**config.mk**
```make
export PLATFORM = sky130hd
export DESIGN_NAME = i4_operand_loader
export DESIGN_NICKNAME = d
export VERILOG_FILES = /design/src/rtl/i4_operand_loader.sv
export SDC_FILE = /design/constraint.sdc
export NUM_CORES = 1
export LEC_CHECK = 0
export ABC_AREA = 0
export CORE_AREA = 2 2 139 141
export DETAILED_ROUTE_END_ITERATION = 10
export DIE_AREA = 0 0 141 143
export PLACE_DENSITY_LB_ADDON = 0.15
export REMOVE_ABC_BUFFERS = 1
export SLEW_MARGIN = 20
export SYNTH_ARGS = -nofsm -noshare
export SYNTH_HDL_FRONTEND = slang
export SYNTH_SLANG_ARGS = --single-unit
```
**constraint.sdc**
```tcl
create_clock -name clock -period 4 [get_ports clock]
set_input_delay 1 -clock clock [delete_from_list [all_inputs] [get_ports clock]]
set_output_delay 1 -clock clock [all_outputs]
set_load 0.02 [all_outputs]
```
**src/rtl/i4_operand_loader.sv**
```systemverilog
// Operand loader for the i4 AND-OR cone: it packs a stream of narrow words
// into one PI_W-bit frame and holds the frame until downstream acks it.
module i4_operand_loader #(
  parameter int PI_W   = 192,
  parameter int WORD_W = 16,
  parameter int CNT_W  = 16
) (
  input  logic              clock,
  input  logic              reset,
  input  logic [WORD_W-1:0] in_data,
  input  logic              in_valid,
  output logic              in_ready,
  input  logic              in_last,
  output logic [PI_W-1:0]   pi_bus,
  output logic              pi_valid,
  input  logic              pi_ack,
  output logic              frame_err,
  output logic [CNT_W-1:0]  frame_count
);

  localparam int NUM_WORDS = PI_W / WORD_W;
  localparam int SLOT_W =
    (NUM_WORDS > 1) ? $clog2(NUM_WORDS) : 1;
  localparam logic [SLOT_W-1:0] LAST_SLOT =
    SLOT_W'(NUM_WORDS - 1);

  if ((PI_W % WORD_W) != 0) begin : g_bad_width
    $error("PI_W must be a multiple of WORD_W");
  end

  typedef enum logic [1:0] {
    FILL    = 2'd0,
    PRESENT = 2'd1,
    DRAIN   = 2'd2
  } state_t;

  state_t            state_q, state_d;
  logic [SLOT_W-1:0] slot_q, slot_d;
  logic [PI_W-1:0]   bus_q, bus_d;
  logic              err_q, err_d;
  logic [CNT_W-1:0]  cnt_q, cnt_d;

  always_comb begin
    state_d = state_q;
    slot_d  = slot_q;
    bus_d   = bus_q;
    err_d   = 1'b0;
    cnt_d   = cnt_q;
    unique case (state_q)
      FILL: begin
        if (in_valid) begin
          for (int i = 0; i < NUM_WORDS; i++) begin
            if (slot_q == SLOT_W'(i)) begin
              bus_d[i*WORD_W +: WORD_W] = in_data;
            end
          end
          if (slot_q == LAST_SLOT) begin
            slot_d = '0;
            if (in_last) begin
              state_d = PRESENT;
            end else begin
              err_d   = 1'b1;
              state_d = DRAIN;
            end
          end else if (in_last) begin
            err_d  = 1'b1;
            slot_d = '0;
          end else begin
            slot_d = slot_q + 1'b1;
          end
        end
      end
      PRESENT: begin
        if (pi_ack) begin
          state_d = FILL;
          cnt_d   = cnt_q + 1'b1;
        end
      end
      DRAIN: begin
        // Swallow the tail of an overlong frame.
        if (in_valid && in_last) begin
          state_d = FILL;
        end
      end
      default: state_d = FILL;
    endcase
  end

  always_ff @(posedge clock) begin
    if (reset) begin
      state_q <= FILL;
      slot_q  <= '0;
      bus_q   <= '0;
      err_q   <= 1'b0;
      cnt_q   <= '0;
    end else begin
      state_q <= state_d;
      slot_q  <= slot_d;
      bus_q   <= bus_d;
      err_q   <= err_d;
      cnt_q   <= cnt_d;
    end
  end

  assign in_ready    = !reset && (state_q != PRESENT);
  assign pi_valid    = (state_q == PRESENT);
  assign pi_bus      = bus_q;
  assign frame_err   = err_q;
  assign frame_count = cnt_q;

endmodule

```
==> flow_metrics.env, run 1 <==
export IMPL_cp_end_kind="primary output"
export IMPL_irDropWorstVdd_mv=0.274
export IMPL_worstSetupPathType="reg2out"
export IMPL_count_of_state_elements_after_synthesis=215
export IMPL_clkTransAtPathRegs_ps=60
export IMPL_regToRegStartpoint="state_q[1]"
export IMPL_synth_cell_types=43
export IMPL_global_route_wire_length_before_repair_um=36900
export IMPL_clk_root_buffer_cell="sky130_fd_sc_hd__clkbuf_16"
export IMPL_clkSinkCount=215
export IMPL_antenna_found_initial=0
export IMPL_setup_worst_path_end="pi_valid"
export IMPL_worst_slew_pin_slew_ps=955
export IMPL_layout_core_utilization=0.597
export IMPL_netlist_area_um2=8030
export IMPL_first_iter_violations=402
export IMPL_timing_clock_skew_ps=16.8
export IMPL_std_cell_rows=50
export IMPL_critical_path_arrival_ps=2080
export IMPL_final_min_clock_period_ps=3080
export IMPL_post_cts_setup_buffers=0
export IMPL_post_route_wl_um=24400
export IMPL_final_hold_violation_count=0
export IMPL_critical_path_cell_chain="nor2b_1 -> clkdlybuf4s50_1"
export IMPL_cts_hold_buffers_added=0
export IMPL_grt_ovfl_total=0
export IMPL_initial_utilization=0.432
export IMPL_r2r_setup_slack_ps=1890
export IMPL_insertion_delay_ps=500
export IMPL_dr_wl_met3_um=1530
export IMPL_fmaxAchievable_mhz=325
export IMPL_critical_path_slowest_cell="sky130_fd_sc_hd__dfxtp_1"
export IMPL_place_detailed_hpwl_um=15300
export IMPL_insertedDiodeCount=0
export IMPL_finalSetupViolCount=0
export IMPL_htreeDepth=1
export IMPL_cts_resized_gates=0
export IMPL_io_pins=232
export IMPL_yosysSeqAreaShare=0.536
export IMPL_timing_critical_path_fanout_max=16
export IMPL_cellPowerDensity_nw_per_um2=416
export IMPL_avgSynthCellArea_um2=7.99
export IMPL_power_leakage_nw=3.63
export IMPL_die_width_um=141
export IMPL_cts_tree="built"
export IMPL_fin_crit_sh=0.769
export IMPL_routedWlPerCell_um=17.0
export IMPL_count_of_mapped_cells_out_of_synthesis=1005
export IMPL_placed_area_um2=10300
export IMPL_r2r_cells=4
export IMPL_net_total_in_the_final_layout=1214
export IMPL_detailed_route_vias_per_instance=5.04
export IMPL_dr_max_layer_used="met4"
export IMPL_hold_path_class="reg2reg"
export IMPL_cts_max_path_buffers=3
export IMPL_run_status="completed"
export IMPL_max_cap_violations=0
export IMPL_coreArea_um2=18600
export IMPL_die_height_um=143
export IMPL_remaining_drc_errors=0
export IMPL_cp_required_ps=3000
export IMPL_timing_max_transition_violations_final=0
export IMPL_yosys_warnings=0
export IMPL_port_buffers=231
export IMPL_dr_wl_met2_um=11600
export IMPL_finish_cell_count_without_fillers=1438
export IMPL_setup_repair_after_global_routing_missed_its_margin="false"
export IMPL_first_global_vias=6448
export IMPL_firstDrtPassIters=4
export IMPL_flow_area_growth_from_synthesis_pct=38.1
export IMPL_cts_buffers_inserted=23
export IMPL_cpPeakStageDelay_ps=690
export IMPL_crit_path_start="state_q[0]"
export IMPL_die_area_um2=20200
export IMPL_fillerInstances=1682
export IMPL_finalWeightedCongestion=0.845
export IMPL_antenna_violating_nets_left=0
export IMPL_setup_tns_final_ps=0
export IMPL_critical_path_reg2reg_endpoint="pi_bus[89]"
export IMPL_detailroute_via_count=7242
export IMPL_groute_usage_overall=0.232
export IMPL_fin_area_um2=11100
export IMPL_fraction_of_final_layout_cells_sized_beyond_drive_strength_1=0.0532
export IMPL_grt_start_max_net_pins=217
export IMPL_worst_relative_slew_slack=0.363
export IMPL_launching_element_type_of_the_critical_path="register"
export IMPL_m1WireLength_um=10700
export IMPL_dp_cells=1397
-- Yosys cell counts --
library cell                      n  area (um^2)
sky130_fd_sc_hd__ha_1             5         62.6
sky130_fd_sc_hd__dfxtp_1        215         4300
sky130_fd_sc_hd__or4_4            1         11.3
sky130_fd_sc_hd__nor4b_1          1         8.76
sky130_fd_sc_hd__or3b_2           1         8.76
sky130_fd_sc_hd__o21ai_0          5         25.0
sky130_fd_sc_hd__nand4_1          4         25.0
sky130_fd_sc_hd__nand4b_1         2         17.5
sky130_fd_sc_hd__nand3b_1         2         15.0
sky130_fd_sc_hd__or4b_4           3         41.3
sky130_fd_sc_hd__buf_4            8         60.1
sky130_fd_sc_hd__nand2_1        394         1480
sky130_fd_sc_hd__and3_1           2         12.5
sky130_fd_sc_hd__buf_2           15         75.1
sky130_fd_sc_hd__nor3_1           9         45.0
sky130_fd_sc_hd__o31ai_1          1         7.51
sky130_fd_sc_hd__nand3_1         17         85.1
sky130_fd_sc_hd__nand4_2          1         12.5
sky130_fd_sc_hd__inv_1            6         22.5
sky130_fd_sc_hd__dlygate4sd1_1    1         8.76
sky130_fd_sc_hd__a22oi_1          1         7.51
sky130_fd_sc_hd__a31o_2           1         8.76
sky130_fd_sc_hd__nor2b_1          1         6.26
sky130_fd_sc_hd__buf_6            6         67.6
sky130_fd_sc_hd__nor2_4          11          124
sky130_fd_sc_hd__nor3b_1          1         7.51
sky130_fd_sc_hd__nor4_1           3         18.8
sky130_fd_sc_hd__and2_2           1         7.51
sky130_fd_sc_hd__or3_1            3         18.8
sky130_fd_sc_hd__nor2_1          16         60.1
sky130_fd_sc_hd__nor4b_2          2         30.0
sky130_fd_sc_hd__clkbuf_2         2         10.0
sky130_fd_sc_hd__and2_1           1         6.26
sky130_fd_sc_hd__xnor2_1          6         52.6
sky130_fd_sc_hd__nand4b_2         1         15.0
sky130_fd_sc_hd__nand2b_1         1         6.26
sky130_fd_sc_hd__buf_1            1         3.75
sky130_fd_sc_hd__a2111oi_0        1         8.76
sky130_fd_sc_hd__clkbuf_1        42          158
sky130_fd_sc_hd__a21oi_1        203         1020
sky130_fd_sc_hd__xor2_1           5         43.8
sky130_fd_sc_hd__or4_1            2         15.0
sky130_fd_sc_hd__and3b_1          1         8.76
-- routing by layer --
metal | vias to the layer above | global-route usage
met5 | - | 0
met4 | 0 | 0.0558
met3 | 35 | 0.0439
met2 | 235 | 0.389
met1 | 3334 | 0.311
li1 | 3638 | -
-- layout make-up --
class / instances / area (um^2) / area share
flip-flops and latches: 215 / 4300 / 0.388
multi-input cells: 709 / 3320 / 0.299
repair buffers: 233 / 2340 / 0.211
clock buffers: 33 / 693 / 0.0625
well taps: 234 / 293 / 0.0264
clock inverters: 8 / 115 / 0.0104
inverters: 6 / 22.5 / 0.00203
-- worst max-delay path: cells and delay by family (launching register included) --
kind	cells	cell delay (ps)
buffers and inverters	1	630
flip-flops	1	690
AND/OR/NAND/NOR	1	250
-- stage by stage --
step,setup slack (ps),total power [W],hold slack [ps]
6_report,924,0.00461,451
3_5_place_dp,909,0.00243,446
4_1_cts,906,0.00465,454
5_1_grt,816,0.00477,468
3_3_place_gp,971,0.00243,440
2_1_floorplan,1710,0.00228,467
-- cells by family after synthesis --
kind of cell | Yosys count | synth area share
DFF | 215 | 0.536
AOI/OAI and AO/OA | 212 | 0.134
buffers and inverters | 81 | 0.0505
xor gates and xnor gates | 11 | 0.0120
and+or+nand+nor | 481 | 0.260
adders and majority gates | 5 | 0.00779
-- flip-flops by register name, summed over array words and instances (netlist names) --
register,cells
state_q,2
frame_err,1
pi_bus,192
frame_count,16
slot_q,4
-- worst min-delay path by stage --
stage | from | to | slack [ps] | cells past startpoint
2_1_floorplan | slot_q[1] | slot_q[1] | 470 | 2
3_3_place_gp | pi_bus[144] | pi_bus[144] | 440 | 2
3_5_place_dp | pi_bus[41] | pi_bus[41] | 450 | 2
4_1_cts | pi_bus[93] | pi_bus[93] | 450 | 2
5_1_grt | pi_bus[97] | pi_bus[97] | 470 | 2
6_report | pi_bus[15] | pi_bus[15] | 450 | 2
-- cells in the final DEF, fill, tap and decap left out, types with 3 or more instances in the layout --
master                            instances
sky130_fd_sc_hd__clkbuf_8                 8
sky130_fd_sc_hd__ha_1                     5
sky130_fd_sc_hd__clkdlybuf4s50_1        230
sky130_fd_sc_hd__a21oi_1                203
sky130_fd_sc_hd__nor2_1                  16
sky130_fd_sc_hd__clkbuf_16               23
sky130_fd_sc_hd__xor2_1                   5
sky130_fd_sc_hd__o21ai_0                  5
sky130_fd_sc_hd__or3_1                    3
sky130_fd_sc_hd__nor4_1                   3
sky130_fd_sc_hd__or4b_4                   3
sky130_fd_sc_hd__xnor2_1                  6
sky130_fd_sc_hd__nor2_4                  11
sky130_fd_sc_hd__nand4_1                  4
sky130_fd_sc_hd__nand3_1                 17
sky130_fd_sc_hd__nor3_1                   9
sky130_fd_sc_hd__inv_1                    6
sky130_fd_sc_hd__clkinv_2                 5
sky130_fd_sc_hd__bufinv_16                3
sky130_fd_sc_hd__dfxtp_1                215
sky130_fd_sc_hd__nand2_1                394
-- power by group --
| group | internal [W] | total (W) | switching, W |
|---|---|---|---|
| Sequential | 0.00216 | 0.00217 | 0.00000889 |
| Clock | 0.00139 | 0.00223 | 0.000837 |
| Combinational | 0.0000653 | 0.000218 | 0.000153 |
Note: power is estimated with default switching activity, not from simulation.
==> inputs of run 2 (changes only) <==
--- a/config.mk
+++ b/config.mk
@@ -6,9 +6,9 @@
 export NUM_CORES = 1
 export LEC_CHECK = 0
 export ABC_AREA = 0
-export CORE_AREA = 2 2 139 141
+export CORE_AREA = 2 2 140 142
 export DETAILED_ROUTE_END_ITERATION = 10
-export DIE_AREA = 0 0 141 143
+export DIE_AREA = 0 0 142 144
 export PLACE_DENSITY_LB_ADDON = 0.15
 export REMOVE_ABC_BUFFERS = 1
 export SLEW_MARGIN = 20
==> constraint.sdc (replaced) <==
create_clock -name clock -period 2.7 [get_ports clock]
set_input_delay 0.675 -clock clock [delete_from_list [all_inputs] [get_ports clock]]
set_output_delay 0.675 -clock clock [all_outputs]
set_load 0.02 [all_outputs]
==> run 2 against run 1 <==
Sequential power grew 48%. Hold slack lost 16 ps. Global-route usage shrank 0.12 points.
==> flow_metrics.env, run 2 (synthesis results as in run 1) <==
export IMPL_cpPeakStageDelay_ps=660
export IMPL_post_cts_setup_buffers=0
export IMPL_insertion_delay_ps=510
export IMPL_groute_usage_overall=0.231
export IMPL_firstDrtPassIters=5
export IMPL_path_delay_family="buffers and inverters"
export IMPL_global_route_wire_length_before_repair_um=37000
export IMPL_hold_path_class="in2reg"
export IMPL_first_global_vias=6397
export IMPL_cp_end_kind="primary output"
export IMPL_die_area_um2=20400
export IMPL_antenna_violating_nets_left=0
export IMPL_place_detailed_hpwl_um=15700
export IMPL_commonest_cells_after_routing_fill_and_taps_aside="394 x sky130_fd_sc_hd__nand2_1, 230 x sky130_fd_sc_hd__clkdlybuf4s50_1, 215 x sky130_fd_sc_hd__dfxtp_1"
export IMPL_std_cell_rows=51
export IMPL_insertedDiodeCount=0
export IMPL_worst_case_setup_slack_after_placement_ps=289
export IMPL_cellPowerDensity_nw_per_um2=590
export IMPL_finalSetupViolCount=0
export IMPL_critical_path_slowest_cell="sky130_fd_sc_hd__clkdlybuf4s50_1"
export IMPL_coreArea_um2=19100
export IMPL_power_leakage_nw=3.75
export IMPL_cts_max_path_buffers=3
export IMPL_fin_crit_sh=0.896
export IMPL_remaining_drc_errors=0
export IMPL_worst_relative_slew_slack=0.416
export IMPL_final_min_clock_period_ps=2420
export IMPL_largest_register_ff_count=192
export IMPL_net_total_in_the_final_layout=1249
export IMPL_clkTransAtPathRegs_ps=60
export IMPL_setup_tns_final_ps=0
export IMPL_fraction_of_final_layout_cells_sized_beyond_drive_strength_1=0.0769
export IMPL_grt_start_max_net_pins=85
export IMPL_launching_element_type_of_the_critical_path="register"
export IMPL_area_sequential_um2=4300
export IMPL_max_cap_violations=0
export IMPL_htreeDepth=1
export IMPL_final_hold_violation_count=0
export IMPL_worst_path_buf_inv=1
export IMPL_initial_utilization=0.421
export IMPL_routedWlPerCell_um=16.8
export IMPL_mostFrequentLayoutCell="sky130_fd_sc_hd__nand2_1"
export IMPL_setup_slack_ps=281
export IMPL_worstSetupPathType="reg2out"
export IMPL_fmaxAchievable_mhz=413
export IMPL_timing_critical_path_fanout_max=2
export IMPL_timing_clock_skew_ps=13.7
export IMPL_post_route_wl_um=24800
export IMPL_critical_path_cell_chain="nor2b_1 -> clkdlybuf4s50_1"
export IMPL_flow_area_growth_from_synthesis_pct=40.4
export IMPL_fillerInstances=1756
export IMPL_port_buffers=231
export IMPL_multi_input_comb_area_um2=3320
export IMPL_die_width_um=142
export IMPL_antenna_found_initial=0
export IMPL_finalWeightedCongestion=0.829
export IMPL_io_pins=232
export IMPL_detailed_route_vias_per_instance=5.00
export IMPL_worst_slew_pin_slew_ps=877
export IMPL_die_height_um=144
export IMPL_timing_max_transition_violations_final=0
export IMPL_first_iter_violations=467
export IMPL_setup_repair_after_global_routing_missed_its_margin="false"
export IMPL_critical_path_arrival_ps=1740
export IMPL_irDropWorstVdd_mv=0.471
export IMPL_cts_resized_gates=0
export IMPL_grt_ovfl_total=0
export IMPL_cts_buffers_inserted=23
export IMPL_cp_required_ps=2030
export IMPL_clkSinkCount=215
export IMPL_detailroute_via_count=7364
export IMPL_cts_hold_buffers_added=0
export IMPL_cts_tree="built"
export IMPL_run_status="completed"
export IMPL_clk_root_buffer_cell="sky130_fd_sc_hd__clkbuf_16"
[run 2: cell type report]
type / instances / share of cell area
Timing Repair Buffer: 268 / 0.230
Multi-Input combinational cell: 709 / 0.294
Clock inverter: 8 / 0.00833
Sequential cell: 215 / 0.382
Clock buffer: 30 / 0.0570
Inverter: 6 / 0.00200
Tap cell: 238 / 0.0264
[run 2: report_power, final]
group          switching (W)  internal [W]  total, W
combinational       0.000233      0.000115  0.000347
clock                0.00123       0.00185   0.00309
sequential         0.0000127       0.00320   0.00321
total                0.00148       0.00517   0.00664
[run 2: worst reg2reg max path, cell delays in order, from the launching register on]
cell and delay (ps):
sky130_fd_sc_hd__dfxtp_1 310, sky130_fd_sc_hd__buf_4 180, sky130_fd_sc_hd__or4b_4 640, sky130_fd_sc_hd__nor2_4 400
sky130_fd_sc_hd__nand2_1 110, sky130_fd_sc_hd__a21oi_1 140
[run 2: path summary, 6_finish.rpt]
check	start	to	slack (ps)	cells past startpoint
min reg2reg	pi_bus[160]	pi_bus[160]	450	2
max	state_q[0]	pi_valid	280	2
min	reset	pi_bus[121]	440	2
max reg2reg	state_q[1]	pi_bus[180]	850	5
[run 2: stage by stage]
stage | cell area, um^2 | instances | hold slack (ps) | power (W) | utilization
2_1_floorplan | 7640 | 930 | 467 | 0.00337 | -
3_3_place_gp | 10500 | 1436 | 441 | 0.00363 | 0.552
3_5_place_dp | 10500 | 1436 | 445 | 0.00363 | 0.552
4_1_cts | 11300 | 1474 | 425 | 0.00671 | 0.591
5_1_grt | 11300 | 1474 | 435 | 0.00686 | 0.591
6_report | 11300 | 1474 | 435 | 0.00664 | 0.591
[run 2: routing by layer]
metal  GRT usage  part of all wire  vias up
met4      0.0542             0.021        0
li1            -                 -     3698
met2       0.370              0.46      210
met1       0.320              0.45     3418
met3      0.0507             0.061       38
met5           0                 0        -
==> inputs of run 3 (changes only) <==
--- a/config.mk
+++ b/config.mk
@@ -6,9 +6,9 @@
 export NUM_CORES = 1
 export LEC_CHECK = 0
 export ABC_AREA = 0
-export CORE_AREA = 2 2 140 142
+export CORE_AREA = 2 2 139 141
 export DETAILED_ROUTE_END_ITERATION = 10
-export DIE_AREA = 0 0 142 144
+export DIE_AREA = 0 0 141 143
 export PLACE_DENSITY_LB_ADDON = 0.15
 export REMOVE_ABC_BUFFERS = 1
 export SLEW_MARGIN = 20
==> constraint.sdc (replaced) <==
create_clock -name clock -period 2.5 [get_ports clock]
set_input_delay 0.625 -clock clock [delete_from_list [all_inputs] [get_ports clock]]
set_output_delay 0.625 -clock clock [all_outputs]
set_load 0.02 [all_outputs]
==> run 3 against run 2 <==
Combinational power is 8.1% higher. First-iteration DRC count is 1.3% higher. Register-to-register slack worse by 210 ps. Critical path type unchanged. Largest power group unchanged.
==> flow_metrics.env, run 3 (synthesis results as in run 1) <==
export IMPL_detailed_route_vias_per_instance=5.01
export IMPL_cpPeakStageDelay_ps=650
export IMPL_fin_area_um2=11300
export IMPL_first_iter_violations=473
export IMPL_post_route_wl_um=24600
export IMPL_net_total_in_the_final_layout=1247
export IMPL_critical_path_arrival_ps=1700
export IMPL_flow_area_growth_from_synthesis_pct=40.6
export IMPL_final_min_clock_period_ps=2330
export IMPL_timing_clock_skew_ps=12.8
export IMPL_fin_crit_sh=0.930
export IMPL_routedWlPerCell_um=16.7
export IMPL_critical_path_slowest_cell="sky130_fd_sc_hd__clkdlybuf4s50_1"
export IMPL_fmaxAchievable_mhz=430
export IMPL_r2r_setup_slack_ps=640
export IMPL_setup_repair_after_global_routing_missed_its_margin="false"
export IMPL_path_delay_family="buffers and inverters"
export IMPL_first_global_vias=6639
export IMPL_cts_hold_buffers_added=0
export IMPL_antenna_found_initial=0
export IMPL_commonest_cells_after_routing_fill_and_taps_aside="394 x sky130_fd_sc_hd__nand2_1, 230 x sky130_fd_sc_hd__clkdlybuf4s50_1, 215 x sky130_fd_sc_hd__dfxtp_1"
export IMPL_hold_path_class="reg2reg"
export IMPL_worstSetupPathType="reg2out"
export IMPL_multi_input_comb_area_um2=3320
export IMPL_std_cell_rows=50
export IMPL_cts_buffers_inserted=23
export IMPL_die_width_um=141
export IMPL_timing_max_transition_violations_final=0
export IMPL_cts_max_path_buffers=3
export IMPL_fraction_of_final_layout_cells_sized_beyond_drive_strength_1=0.0760
export IMPL_max_cap_violations=0
export IMPL_irDropWorstVdd_mv=0.445
export IMPL_port_buffers=231
export IMPL_regToRegStartpoint="state_q[1]"
export IMPL_htreeDepth=1
export IMPL_global_route_wire_length_before_repair_um=37100
export IMPL_die_area_um2=20200
export IMPL_io_pins=232
export IMPL_cp_end_kind="primary output"
export IMPL_finalSetupViolCount=0
export IMPL_fillerInstances=1703
export IMPL_worstSetupPathDepth=2
export IMPL_worst_relative_slew_slack=0.344
export IMPL_launching_element_type_of_the_critical_path="register"
export IMPL_place_detailed_hpwl_um=15400
export IMPL_remaining_drc_errors=0
export IMPL_insertion_delay_ps=500
export IMPL_crit_path_start="state_q[0]"
export IMPL_area_sequential_um2=4300
export IMPL_cellPowerDensity_nw_per_um2=642
export IMPL_cts_tree="built"
export IMPL_clk_root_buffer_cell="sky130_fd_sc_hd__clkbuf_16"
export IMPL_firstDrtPassIters=5
export IMPL_placed_area_um2=10500
export IMPL_largest_register_ff_count=192
export IMPL_die_height_um=143
export IMPL_clkSinkCount=215
export IMPL_post_cts_setup_buffers=0
export IMPL_setup_tns_final_ps=0
export IMPL_worst_path_buf_inv=1
export IMPL_cts_resized_gates=0
export IMPL_r2r_cells=5
export IMPL_groute_usage_overall=0.232
export IMPL_cp_required_ps=1880
export IMPL_power_leakage_nw=3.75
export IMPL_clkTransAtPathRegs_ps=60
export IMPL_critical_path_cell_chain="nor2b_1 -> clkdlybuf4s50_1"
export IMPL_mostFrequentLayoutCell="sky130_fd_sc_hd__nand2_1"
export IMPL_grt_ovfl_total=0
export IMPL_critical_path_reg2reg_endpoint="pi_bus[98]"
export IMPL_worst_slew_pin_slew_ps=984
export IMPL_final_hold_violation_count=0
export IMPL_insertedDiodeCount=0
export IMPL_coreArea_um2=18600
export IMPL_finalWeightedCongestion=0.785
export IMPL_detailroute_via_count=7376
export IMPL_initial_utilization=0.432
export IMPL_grt_start_max_net_pins=216
export IMPL_antenna_violating_nets_left=0
export IMPL_run_status="completed"
export IMPL_timing_critical_path_fanout_max=2
export IMPL_setup_worst_path_end="pi_valid"
-- run 3: final cells by class --
cell class / instances / area share
clock buffers: 29 / 0.0539
clock inverters: 12 / 0.0125
inverters: 6 / 0.00200
multi-input cells: 709 / 0.294
flip-flops and latches: 215 / 0.381
well taps: 234 / 0.0259
repair buffers: 266 / 0.230
-- run 3: worst min-delay path by stage --
stage	depth (start not counted)	from	to	slack [ps]
after CTS	2	pi_bus[185]	pi_bus[185]	450
final	2	pi_bus[177]	pi_bus[177]	450
after detailed placement	2	pi_bus[116]	pi_bus[116]	450
after global routing	2	pi_bus[67]	pi_bus[67]	470
after floorplan	2	slot_q[1]	slot_q[1]	470
after global placement	2	pi_bus[185]	pi_bus[185]	440
-- run 3: layer usage --
layer / share of wire / track usage / up-vias
li1: - / - / 3700
met1: 0.44 / 0.320 / 3429
met2: 0.47 / 0.384 / 224
met3: 0.066 / 0.0406 / 23
met4: 0.014 / 0.0500 / 0
met5: 0 / 0 / -
-- run 3: metrics by stage --
step / setup slack [ps] / hold WS [ps] / util / power [W] / instances
6_report: 174 / 451 / 0.608 / 0.00725 / 1471
5_1_grt: 111 / 466 / 0.608 / 0.00748 / 1471
4_1_cts: 169 / 453 / 0.608 / 0.00730 / 1471
3_5_place_dp: 181 / 446 / 0.567 / 0.00392 / 1430
3_3_place_gp: 213 / 440 / 0.567 / 0.00392 / 1430
2_1_floorplan: 560 / 467 / - / 0.00364 / 930
-- run 3: worst reg2reg max path, delay by kind of cell (launching register included) --
kind / cells / cell delay [ps]
AND/OR/NAND/NOR: 3 / 1110
buffers and inverters: 1 / 180
AO/OA/AOI/OAI: 1 / 160
flip-flops: 1 / 310
-- run 3: report_power, final --
part	switching, W	internal (W)	total (W)
Combinational	0.000249	0.000126	0.000375
Sequential	0.0000137	0.00345	0.00347
Clock	0.00137	0.00204	0.00341
